--- src/rtl/ysyx_25040129_csr_seq_pkg.sv ---
// ysyx_25040129_csr_seq_pkg: op encodings, CSR addresses, FSM states and mstatus trap helper
package ysyx_25040129_csr_seq_pkg;
    localparam logic [2:0] OP_RW = 3'd0;
    localparam logic [2:0] OP_RS = 3'd1;
    localparam logic [2:0] OP_RC = 3'd2;
    localparam logic [2:0] OP_ECALL = 3'd3;
    localparam logic [2:0] OP_MRET = 3'd4;
    localparam logic [11:0] CSR_MSTATUS = 12'h300;
    localparam logic [11:0] CSR_MTVEC = 12'h305;
    localparam logic [11:0] CSR_MEPC = 12'h341;
    localparam logic [11:0] CSR_MCAUSE = 12'h342;
    localparam int MST_MIE = 3;
    localparam int MST_MPIE = 7;
    localparam int MST_MPP = 11;
    typedef enum logic [2:0] {IDLE, RD, WR, T_EPC, T_VEC, RET, RESP, T_MST} state_e;
    function automatic logic [31:0] mstatus_upd(input logic [31:0] m, input logic ret);
        logic [31:0] r;
        r = m;
        r[MST_MPP+:2] = 2'b11;
        r[MST_MIE] = ret ? m[MST_MPIE] : 1'b0;
        r[MST_MPIE] = ret ? 1'b1 : m[MST_MIE];
        return r;
    endfunction
endpackage

--- src/rtl/ysyx_25040129_csr_seq_if.sv ---
// ysyx_25040129_csr_seq_if: core request/response handshake plus CSR file port
interface ysyx_25040129_csr_seq_if #(parameter int CSR_AW = 12, parameter int XLEN = 32);
    logic req_valid, req_ready, req_src_zero;
    logic [2:0] req_op;
    logic [CSR_AW-1:0] req_addr;
    logic [XLEN-1:0] req_src, req_pc;
    logic resp_valid, resp_redirect;
    logic [XLEN-1:0] resp_rdata, resp_npc;
    logic [CSR_AW-1:0] csr_read_addr, csr_write_addr;
    logic [XLEN-1:0] csr_out, csr_data;
    logic csr_write;
    modport master(
        output req_valid, req_op, req_addr, req_src, req_src_zero, req_pc, csr_out,
        input req_ready, resp_valid, resp_rdata, resp_redirect, resp_npc,
        input csr_read_addr, csr_write, csr_write_addr, csr_data
    );
    modport slave(
        input req_valid, req_op, req_addr, req_src, req_src_zero, req_pc, csr_out,
        output req_ready, resp_valid, resp_rdata, resp_redirect, resp_npc,
        output csr_read_addr, csr_write, csr_write_addr, csr_data
    );
endinterface

--- src/rtl/ysyx_25040129_csr_alu.sv ---
// ysyx_25040129_csr_alu: new CSR value and write enable for CSRRW/CSRRS/CSRRC
module ysyx_25040129_csr_alu
    import ysyx_25040129_csr_seq_pkg::*;
#(
    parameter int XLEN = 32
) (
    input  logic [2:0]      op,
    input  logic [XLEN-1:0] old,
    input  logic [XLEN-1:0] src,
    input  logic            src_zero,
    output logic [XLEN-1:0] nval,
    output logic            wen
);
    assign nval = op == OP_RW ? src : op == OP_RS ? (old | src) : (old & ~src);
    assign wen = op == OP_RW || !src_zero;
endmodule

--- src/rtl/ysyx_25040129_csr_seq.sv ---
// ysyx_25040129_csr_seq: multi-cycle CSR port sequencer for CSRRW/RS/RC, ECALL and MRET.
// Defining YSYX_25040129_TRAP_MSTATUS_EN adds the mstatus update step to ECALL and MRET.
module ysyx_25040129_csr_seq
    import ysyx_25040129_csr_seq_pkg::*;
#(
    parameter int CSR_AW = 12,
    parameter int XLEN = 32
) (
    input logic clk,
    input logic rst,
    ysyx_25040129_csr_seq_if.slave bus
);
`ifdef YSYX_25040129_TRAP_MSTATUS_EN
    localparam state_e AFTER_EPC = T_MST;
    localparam state_e AFTER_RET = T_MST;
`else
    localparam state_e AFTER_EPC = T_VEC;
    localparam state_e AFTER_RET = RESP;
`endif
    state_e state, nxt;
    logic [2:0] op_q;
    logic [CSR_AW-1:0] addr_q;
    logic [XLEN-1:0] src_q, pc_q, old_q, nval_q, npc_q, alu_nval;
    logic zero_q, alu_wen, wr;
    ysyx_25040129_csr_alu #(.XLEN(XLEN)) u_alu (
        .op(op_q), .old(bus.csr_out), .src(src_q), .src_zero(zero_q), .nval(alu_nval), .wen(alu_wen)
    );
    always_ff @(posedge clk) begin
        if (rst) begin
            state <= IDLE;
            op_q <= '0;
            addr_q <= '0;
            src_q <= '0;
            zero_q <= 1'b0;
            pc_q <= '0;
            old_q <= '0;
            nval_q <= '0;
            npc_q <= '0;
        end else begin
            state <= nxt;
            if (state == IDLE && bus.req_valid) begin
                op_q <= bus.req_op;
                addr_q <= bus.req_addr;
                src_q <= bus.req_src;
                zero_q <= bus.req_src_zero;
                pc_q <= bus.req_pc;
                old_q <= '0;
                npc_q <= '0;
            end
            if (state == RD) begin
                old_q <= bus.csr_out;
                nval_q <= alu_nval;
            end
            if (state == T_VEC) npc_q <= bus.csr_out & ~XLEN'(3);
            if (state == RET) npc_q <= bus.csr_out;
        end
    end
    always_comb begin
        nxt = state;
        wr = 1'b0;
        bus.req_ready = 1'b0;
        bus.resp_valid = 1'b0;
        bus.resp_rdata = '0;
        bus.resp_redirect = 1'b0;
        bus.resp_npc = '0;
        bus.csr_read_addr = '0;
        bus.csr_write_addr = '0;
        bus.csr_data = '0;
        case (state)
            IDLE: begin
                bus.req_ready = 1'b1;
                if (bus.req_valid)
                    nxt = bus.req_op < OP_ECALL ? RD : bus.req_op == OP_ECALL ? T_EPC :
                          bus.req_op == OP_MRET ? RET : RESP;
            end
            RD: begin
                bus.csr_read_addr = addr_q;
                nxt = alu_wen ? WR : RESP;
            end
            WR: begin
                wr = 1'b1;
                bus.csr_write_addr = addr_q;
                bus.csr_data = nval_q;
                nxt = RESP;
            end
            T_EPC: begin
                wr = 1'b1;
                bus.csr_write_addr = CSR_AW'(CSR_MEPC);
                bus.csr_data = pc_q;
                nxt = AFTER_EPC;
            end
            T_MST: begin
                wr = 1'b1;
                bus.csr_read_addr = CSR_AW'(CSR_MSTATUS);
                bus.csr_write_addr = CSR_AW'(CSR_MSTATUS);
                bus.csr_data = XLEN'(mstatus_upd(32'(bus.csr_out), op_q == OP_MRET));
                nxt = op_q == OP_ECALL ? T_VEC : RESP;
            end
            T_VEC: begin
                bus.csr_read_addr = CSR_AW'(CSR_MTVEC);
                nxt = RESP;
            end
            RET: begin
                bus.csr_read_addr = CSR_AW'(CSR_MEPC);
                nxt = AFTER_RET;
            end
            RESP: begin
                bus.resp_valid = 1'b1;
                bus.resp_rdata = old_q;
                bus.resp_redirect = op_q == OP_ECALL || op_q == OP_MRET;
                bus.resp_npc = npc_q;
                nxt = IDLE;
            end
            default: nxt = IDLE;
        endcase
        // a write pending while reset is held is dropped, not issued
        bus.csr_write = wr && !rst;
    end
endmodule

--- src/flat_wrapper.sv ---
// flat-port wrapper written by rule: the top's interface ports become plain ports
module ysyx_25040129_csr_seq_flat import ysyx_25040129_csr_seq_pkg::*;
#(
    parameter int CSR_AW = 12,
    parameter int XLEN = 32
)
  (clk, rst, bus_req_valid, bus_req_op, bus_req_addr, bus_req_src, bus_req_src_zero, bus_req_pc, bus_csr_out, bus_req_ready, bus_resp_valid, bus_resp_rdata, bus_resp_redirect, bus_resp_npc, bus_csr_read_addr, bus_csr_write, bus_csr_write_addr, bus_csr_data);
  ysyx_25040129_csr_seq_if #(.CSR_AW(CSR_AW), .XLEN(XLEN)) bus_i ();
  input logic clk;
  input logic rst;
  input wire logic [$bits(bus_i.req_valid)-1:0] bus_req_valid;
  input wire logic [$bits(bus_i.req_op)-1:0] bus_req_op;
  input wire logic [$bits(bus_i.req_addr)-1:0] bus_req_addr;
  input wire logic [$bits(bus_i.req_src)-1:0] bus_req_src;
  input wire logic [$bits(bus_i.req_src_zero)-1:0] bus_req_src_zero;
  input wire logic [$bits(bus_i.req_pc)-1:0] bus_req_pc;
  input wire logic [$bits(bus_i.csr_out)-1:0] bus_csr_out;
  output wire logic [$bits(bus_i.req_ready)-1:0] bus_req_ready;
  output wire logic [$bits(bus_i.resp_valid)-1:0] bus_resp_valid;
  output wire logic [$bits(bus_i.resp_rdata)-1:0] bus_resp_rdata;
  output wire logic [$bits(bus_i.resp_redirect)-1:0] bus_resp_redirect;
  output wire logic [$bits(bus_i.resp_npc)-1:0] bus_resp_npc;
  output wire logic [$bits(bus_i.csr_read_addr)-1:0] bus_csr_read_addr;
  output wire logic [$bits(bus_i.csr_write)-1:0] bus_csr_write;
  output wire logic [$bits(bus_i.csr_write_addr)-1:0] bus_csr_write_addr;
  output wire logic [$bits(bus_i.csr_data)-1:0] bus_csr_data;
  assign bus_i.req_valid = bus_req_valid;
  assign bus_i.req_op = bus_req_op;
  assign bus_i.req_addr = bus_req_addr;
  assign bus_i.req_src = bus_req_src;
  assign bus_i.req_src_zero = bus_req_src_zero;
  assign bus_i.req_pc = bus_req_pc;
  assign bus_i.csr_out = bus_csr_out;
  assign bus_req_ready = bus_i.req_ready;
  assign bus_resp_valid = bus_i.resp_valid;
  assign bus_resp_rdata = bus_i.resp_rdata;
  assign bus_resp_redirect = bus_i.resp_redirect;
  assign bus_resp_npc = bus_i.resp_npc;
  assign bus_csr_read_addr = bus_i.csr_read_addr;
  assign bus_csr_write = bus_i.csr_write;
  assign bus_csr_write_addr = bus_i.csr_write_addr;
  assign bus_csr_data = bus_i.csr_data;
  ysyx_25040129_csr_seq #(.CSR_AW(CSR_AW), .XLEN(XLEN)) u_core (.clk(clk), .rst(rst), .bus(bus_i));
endmodule
--- config.mk ---
export PLATFORM = sky130hd
export DESIGN_NAME = ysyx_25040129_csr_seq_flat
export DESIGN_NICKNAME = d
export VERILOG_FILES = /design/src/rtl/ysyx_25040129_csr_seq_pkg.sv /design/src/rtl/ysyx_25040129_csr_seq_if.sv /design/src/rtl/ysyx_25040129_csr_alu.sv /design/src/rtl/ysyx_25040129_csr_seq.sv /design/src/flat_wrapper.sv
export SDC_FILE = /design/constraint.sdc
export NUM_CORES = 1
export LEC_CHECK = 0
export BUFFER_PORTS_ARGS = -buffer_cell sky130_fd_sc_hd__buf_2
export CORE_ASPECT_RATIO = 2
export CORE_MARGIN = 5
export CORE_UTILIZATION = 30
export CTS_CLUSTER_SIZE = 28
export DETAILED_ROUTE_END_ITERATION = 10
export HOLD_SLACK_MARGIN = 0.02
export PLACE_DENSITY = 0.58
export SETUP_SLACK_MARGIN = 0.5
export SLEW_MARGIN = 15
export SYNTH_ARGS = -nofsm -noshare
export SYNTH_HDL_FRONTEND = slang
export SYNTH_SLANG_ARGS = --single-unit
--- constraint.sdc ---
create_clock -name clk -period 4.8 [get_ports clk]
set_clock_uncertainty 0.15 [all_clocks]
set_input_delay 0 -clock clk [delete_from_list [all_inputs] [get_ports clk]]
set_output_delay 0 -clock clk [all_outputs]
set_load 0.02 [all_outputs]
==> results.yml, run 1 <==
clock_tree:
  clk_latency_ps: 450
  clk_pin_slew_ps: 70
  cts_buffer_depth: 2
  htree_levels: 4
  cts_tree: "built"
  cts-root-buf: "clkbuf_16"
  numCtsBuffers: 17
  cts.sinks: 179
  postCtsSetupBuffers: 0
final_layout:
  fin_cells: 1781
  nets: 1525
  layout-drive-gt1-share_pct: 21.9
  postLayoutCoreUtil_pct: 42.1
  nFillCells: 2928
  areaGrowthSynthToFinish_pct: 39.6
  seq_area_um2: 3590
  final_area_um2: 11800
  multi_input_area_um2: 4450
synth:
  async_flop_share_pct: 0
  ys_types: 39
  synthTopCellsByArea: "dfxtp_1 42%, nand2_1 13%, a21oi_1 8.8%, and2_1 7.5%, nand3_1 3.8%"
  seq_area_frac_synth_pct: 42.3
  synth_area_um2: 8460
  syn_nets: 1212
  synthFlopType: "dfxtp_1"
  synth.largest_area_cell: "dfxtp_1"
  avgSynthCellArea_um2: 7.71
  synth_most_common_cell: "nand2_1"
  synth_compound_area_share_pct: 18.9
  syn_inst: 1097
  synth_fa_ha_area_share_pct: 0
  synth_top_area_share_pct: 42.3
  yosys_warnings: 0
  ys_seq_elements: 179
  yosys-top-cells-count: "298 x nand2_1, 179 x dfxtp_1, 148 x a21oi_1"
  synthXorXnorAreaFrac_pct: 0
  synth_top_family_by_area: "simple AND/OR/NAND/NOR gates"
  synth_edf_count: 0
  synth_mux_area_share_pct: 3.56
  yosys.area_share.simple_pct: 29.8
pwr:
  vdd_drop_max_mv: 0.420
  leakage_nw: 4.84
  powerDensity_nw_per_um2: 366
  p_total_mw: 4.33
grt:
  grt_usage_pct: 20.6
  antenna_found_initial: 2
  grt_pass1_vias: 8960
  grt_pass1_wl_um: 50300
  grt_start_max_net_pins: 81
  grt.overflow.total: 0
placed_design:
  dp.cells: 1604
  placed_area_um2: 9790
  dpl_worst_slack_ps: 2220
  post-dp-hpwl_um: 22700
  gp_congestion: 0.790
  portBuffers: 238
floorplanning:
  floorplan.die_area_um2: 31900
  rows: 87
  core_area_um2: 28100
  die_h_um: 248
  start_util_pct: 30.1
  boundaryPins: 239
  fp.dieW_um: 129
sta:
  tightestPinTransition_ps: 1030
  rsz0062_at_grt: "false"
  fin_tns_setup_ps: 0
  worst_slack_ps: 1620
  period_needed_ps: 3180
  relSlewSlack_pct: 31.1
  fin_crit_sh_pct: 66.2
  whs_ps: 187
  finalHoldViolCount: 0
  final_max_slew_viol_count: 0
  setup_viol: 0
  max_freq_mhz: 315
worst_setup_path:
  critPathKind: "reg -> reg"
  arrival_ps: 3420
  cp_max_fo: 73
  required_ps: 5040
  critPathLaunchType: "register"
  endpoint_kind: "register"
detailed_routing:
  num_vias: 8969
  drt-initial-drc-count: 541
  routed_wl_um: 33400
  wl_per_cell_um: 18.7
  route.detailed.drc: 0
  drtPass1Iterations: 7
  postRouteAntennaNets: 0
  vias_per_cell: 5.04
run_status:
  status: "complete, no violations"
min_path:
  hp-class: "in -> reg"
flow_run:
  maxCapViolations: 0
## where the power goes
part           total [mW]  leakage, nW  internal, mW  switching [mW]
clock                1.42        0.288         0.798           0.620
combinational        1.14         3.10         0.389           0.752
sequential           1.77         1.46          1.65           0.120
## routing by layer
layer  wire length (µm)  vias up  share of wire [%]  GRT usage (%)
li1                   -     4343                  -              -
met1              11800     4266                 35           20.8
met2              18700      292                 56           39.7
met3               1240       68                3.7           2.63
met4               1610        0                4.8           11.3
met5                  0        -                  0              0
## worst paths after layout
kind	startpoint	end	slack, ps	cells past startpoint
max reg2reg	u_core.state[1]	u_core.src_q[21]	1620	7
min reg2reg	u_core.pc_q[16]	u_core.pc_q[16]	300	2
min	bus_req_addr[7]	u_core.addr_q[7]	190	4
max	u_core.state[1]	u_core.src_q[21]	1620	7
## registers in the layout (all words and copies together), names as in the netlist
signal,count
u_core.zero_q,1
u_core.npc_q,32
u_core.src_q,32
u_core.pc_q,32
u_core.state,3
u_core.nval_q,32
u_core.op_q,3
u_core.addr_q,12
u_core.old_q,32
## cell families (layout without fill, tap and decap cells)
group / Yosys count / in the layout
AND/OR/NAND/NOR: 540 / 540
AO/OA/AOI/OAI: 248 / 248
flip-flops: 179 / 179
buffers and inverters: 100 / 426
multiplexers: 30 / 30
other: 0 / 2
## cell type report
class	instances	share of cell area [%]
well taps	356	3.77
flip-flops and latches	179	30.4
inverters	1	0.0318
diodes	2	0.0424
multi-input cells	818	37.7
clock inverters	11	1.07
clock buffers	21	3.90
repair buffers	393	23.1
## worst max-delay path: stages, from the launching register on
cell and delay, ps:
dfxtp_2 400, buf_4 460, nor3_2 140, nand2_4 620, buf_12 360, nand2_1 110, a21oi_1 160, dlygate4sd3_1 560
## what timing repair did
item | CTS | global route
gates resized for setup | 0 | 0
hold buffers | 143 | 0
endpoints found under the hold margin | 179 | 0
## layout by cell type (no fill, tap or decap), types with 9 or more instances in the layout
cell type and n:
nand2_1 296, buf_2 237, dfxtp_1 176, a21oi_1 148
dlygate4sd3_1 143, and2_1 101, nand3_1 64, o21ai_0 31
a311oi_1 31, mux2i_1 29, nor2b_1 29, nor2_1 18
a221oi_2 18, clkbuf_16 17, buf_4 11, and3_1 9
(Power assumes the default switching activity.)
==> inputs of run 2 (changes only) <==
--- a/config.mk
+++ b/config.mk
@@ -5,6 +5,7 @@
 export SDC_FILE = /design/constraint.sdc
 export NUM_CORES = 1
 export LEC_CHECK = 0
+export ABC_AREA = 1
 export BUFFER_PORTS_ARGS = -buffer_cell sky130_fd_sc_hd__buf_2
 export CORE_ASPECT_RATIO = 2
 export CORE_MARGIN = 5
@@ -12,7 +13,7 @@
 export CTS_CLUSTER_SIZE = 28
 export DETAILED_ROUTE_END_ITERATION = 10
 export HOLD_SLACK_MARGIN = 0.02
-export PLACE_DENSITY = 0.58
+export PLACE_DENSITY = 0.6
 export SETUP_SLACK_MARGIN = 0.5
 export SLEW_MARGIN = 15
 export SYNTH_ARGS = -nofsm -noshare
==> constraint.sdc (replaced) <==
create_clock -name clk -period 2.6 [get_ports clk]
set_clock_uncertainty 0.15 [all_clocks]
set_input_delay 0 -clock clk [delete_from_list [all_inputs] [get_ports clk]]
set_output_delay 0 -clock clk [all_outputs]
set_load 0.02 [all_outputs]
==> run 2 against run 1 <==
- critical path depth is 1 higher
- sequential power is 93% higher
- setup slack worse by 1100 ps
- clock power is 82% higher
==> results.yml, run 2 <==
pwr:
  power_frac_clock_pct: 29.2
  p_sw_share_pct: 37.3
  p_int_mw: 5.55
  switchingPower_mw: 3.30
  leakage_nw: 4.75
  vdd_drop_max_mv: 0.629
  powerDensity_nw_per_um2: 761
  power_frac_seq_pct: 38.7
  p_comb_share_pct: 32.1
clock_tree:
  cts-root-buf: "clkbuf_16"
  cts_tree: "built"
  cts.sinks: 179
  clk_pin_slew_ps: 70
  clk_latency_ps: 440
  numCtsBuffers: 17
  htree_levels: 4
  cts_buffer_depth: 2
synth:
  ys_types: 21
  synth_top_area_share_pct: 44.5
  ys_seq_elements: 179
  synth.largest_area_cell: "dfxtp_1"
  async_flop_share_pct: 0
  syn_nets: 1289
  synthTopCellsByArea: "dfxtp_1 44%, a21oi_1 11%, nand2_1 11%, inv_1 7.1%, nand3_1 6.3%"
  avgSynthCellArea_um2: 6.86
  synth_edf_count: 0
  synth_most_common_cell: "nand2_1"
  yosys-top-cells-count: "235 x nand2_1, 179 x dfxtp_1, 177 x a21oi_1"
  synth_area_um2: 8050
  syn_inst: 1174
  synthFlopType: "dfxtp_1"
  yosys_warnings: 0
  seq_area_frac_synth_pct: 44.5
detailed_routing:
  wl_met1_um: 13200
  top_layer: "met4"
  drt-initial-drc-count: 628
  num_vias: 8841
  routed_wl_um: 29900
  vias_per_cell: 4.77
  postRouteAntennaNets: 0
  wl_per_cell_um: 16.1
  drtPass1Iterations: 5
  met3_length_um: 2250
  route.met2.wl_um: 14100
  route.detailed.drc: 0
worst_setup_path:
  crit_slowest_cell: "dfxtp_4"
  r2r_setup_slack_ps: 670
  required_ps: 2450
  endpoint_kind: "output pin"
  critPathLaunchType: "register"
  arrival_ps: 1930
  r2r-end: "u_core.old_q[11]"
  r2r-start: "u_core.state[2]"
  path_cells: "nand2_4 > buf_6 > nor2_4 > buf_12 > clkbuf_16 > a22oi_2 > o21ai_1 > buf_2"
  cp_max_fo: 8
  crit_end: "bus_csr_data[21]"
  ff2ff_path_depth: 6
  max_stage_delay_ps: 400
  critPathKind: "reg -> out"
  startpoint: "u_core.state[1]"
final_layout:
  final_cell_mix: "231 x nand2_1, 214 x buf_2, 177 x a21oi_1"
  nets: 1608
  seq_area_um2: 3590
  final_area_um2: 11600
  nFillCells: 2718
  multi_input_area_um2: 3550
  n_antenna_cell: 0
  layout.cells.most_common: "nand2_1"
  areaGrowthSynthToFinish_pct: 44.2
  layout-drive-gt1-share_pct: 22.4
grt:
  grt_pass1_wl_um: 47000
  grt.overflow.total: 0
  grt_pass1_vias: 8727
  grt_start_max_net_pins: 82
  antenna_found_initial: 0
  grt_usage_pct: 18.9
floorplanning:
  start_util_pct: 30.2
  boundaryPins: 239
  core_area_um2: 26700
  floorplan.die_area_um2: 30400
  rows: 85
  die_h_um: 242
  fp.dieW_um: 126
sta:
  fin_crit_sh_pct: 80.0
  final_max_slew_viol_count: 0
  finalHoldViolCount: 0
  worst_slack_ps: 521
  setup_viol: 0
  fin_tns_setup_ps: 0
  max_freq_mhz: 481
  relSlewSlack_pct: 40.9
  period_needed_ps: 2080
  rsz0062_at_grt: "true"
  tightestPinTransition_ps: 885
placed_design:
  dpl_worst_slack_ps: 604
  gp_congestion: 0.791
  placed_area_um2: 9540
  post-dp-hpwl_um: 19100
  portBuffers: 238
flow_run:
  maxCapViolations: 0
run_status:
  status: "complete, no violations"
min_path:
  hp-class: "in -> reg"
-- run 2: cell count changes after synthesis, sizes merged, moves of 26 or more --
| cell | previous run | this run |
|---|---|---|
| a21oi | 148 | 177 |
| a221oi | 26 | 0 |
| o21ai | 31 | 105 |
| nand2 | 298 | 237 |
| nand3 | 64 | 103 |
| nor2b | 29 | 0 |
| inv | 0 | 156 |
| clkbuf | 61 | 28 |
| nor2 | 20 | 97 |
| and2 | 103 | 0 |
| a311oi | 31 | 0 |
| mux2i | 29 | 0 |
-- run 2: area by class of cell --
class	instances	area share, %
flip-flops and latches	179	30.9
repair buffers	386	24.5
clock buffers	18	3.78
multi-input cells	753	30.6
clock inverters	14	1.31
well taps	348	3.75
inverters	156	5.15
-- run 2: timing repair --
item                                   in CTS  in global routing
buffers inserted                            2                  5
gates resized for setup                    35                 30
hold buffers                              114                  0
pin swaps                                   0                  2
cloned                                      1                  2
endpoints found under the hold margin     179                  0
setup endpoints to repair                 101                 64
-- run 2: through the flow --
stage                     power [mW]  hold WS, ps  cells  util (%)
after detailed placement        6.03          102   1698      35.7
after CTS                       8.83          183   1847      42.8
after global routing            9.35          226   1854      43.5
after floorplan                 5.24        -15.1   1174         -
after global placement          6.01         88.5   1698      35.7
final                           8.84          199   1854      43.5
-- run 2: worst min-delay path by stage --
stage	to	depth (start not counted)	startpoint
after floorplan	u_core.pc_q[7]	2	bus_req_pc[7]
after global placement	u_core.zero_q	3	bus_req_src_zero
after detailed placement	u_core.zero_q	3	bus_req_src_zero
after CTS	u_core.zero_q	4	bus_req_src_zero
after global routing	u_core.zero_q	4	bus_req_src_zero
final	u_core.zero_q	4	bus_req_src_zero
-- run 2: logic make-up (layout without fill, tap and decap cells) --
logic type | after synthesis | in the layout | share of synthesized area, %
AOI/OAI and AO/OA | 314 | 314 | 20.5
and+or+nand+nor | 439 | 439 | 22.5
DFF | 179 | 179 | 44.5
buffers and inverters | 242 | 574 | 12.5
-- run 2: layer usage --
metal  vias up  global-route usage, %
li1       4412                      -
met1      4067                   24.5
met2       344                   31.8
met3        18                   4.37
met4         0                   4.33
met5         -                      0
-- run 2: worst max-delay path, delay by kind of cell, from the launching register on --
| family | cells | cell delay, ps |
|---|---|---|
| AO/OA/AOI/OAI | 2 | 180 |
| buffers and inverters | 4 | 620 |
| flip-flops | 1 | 400 |
| AND/OR/NAND/NOR | 2 | 280 |
-- run 2: power by group through the flow --
stage	combinational [mW]	clock, mW	sequential [mW]
after floorplan	1.82	0	3.42
final	2.84	2.58	3.42
after global placement	2.56	0	3.45
after detailed placement	2.57	0	3.46
after CTS	2.79	2.64	3.41
after global routing	3.15	2.74	3.47
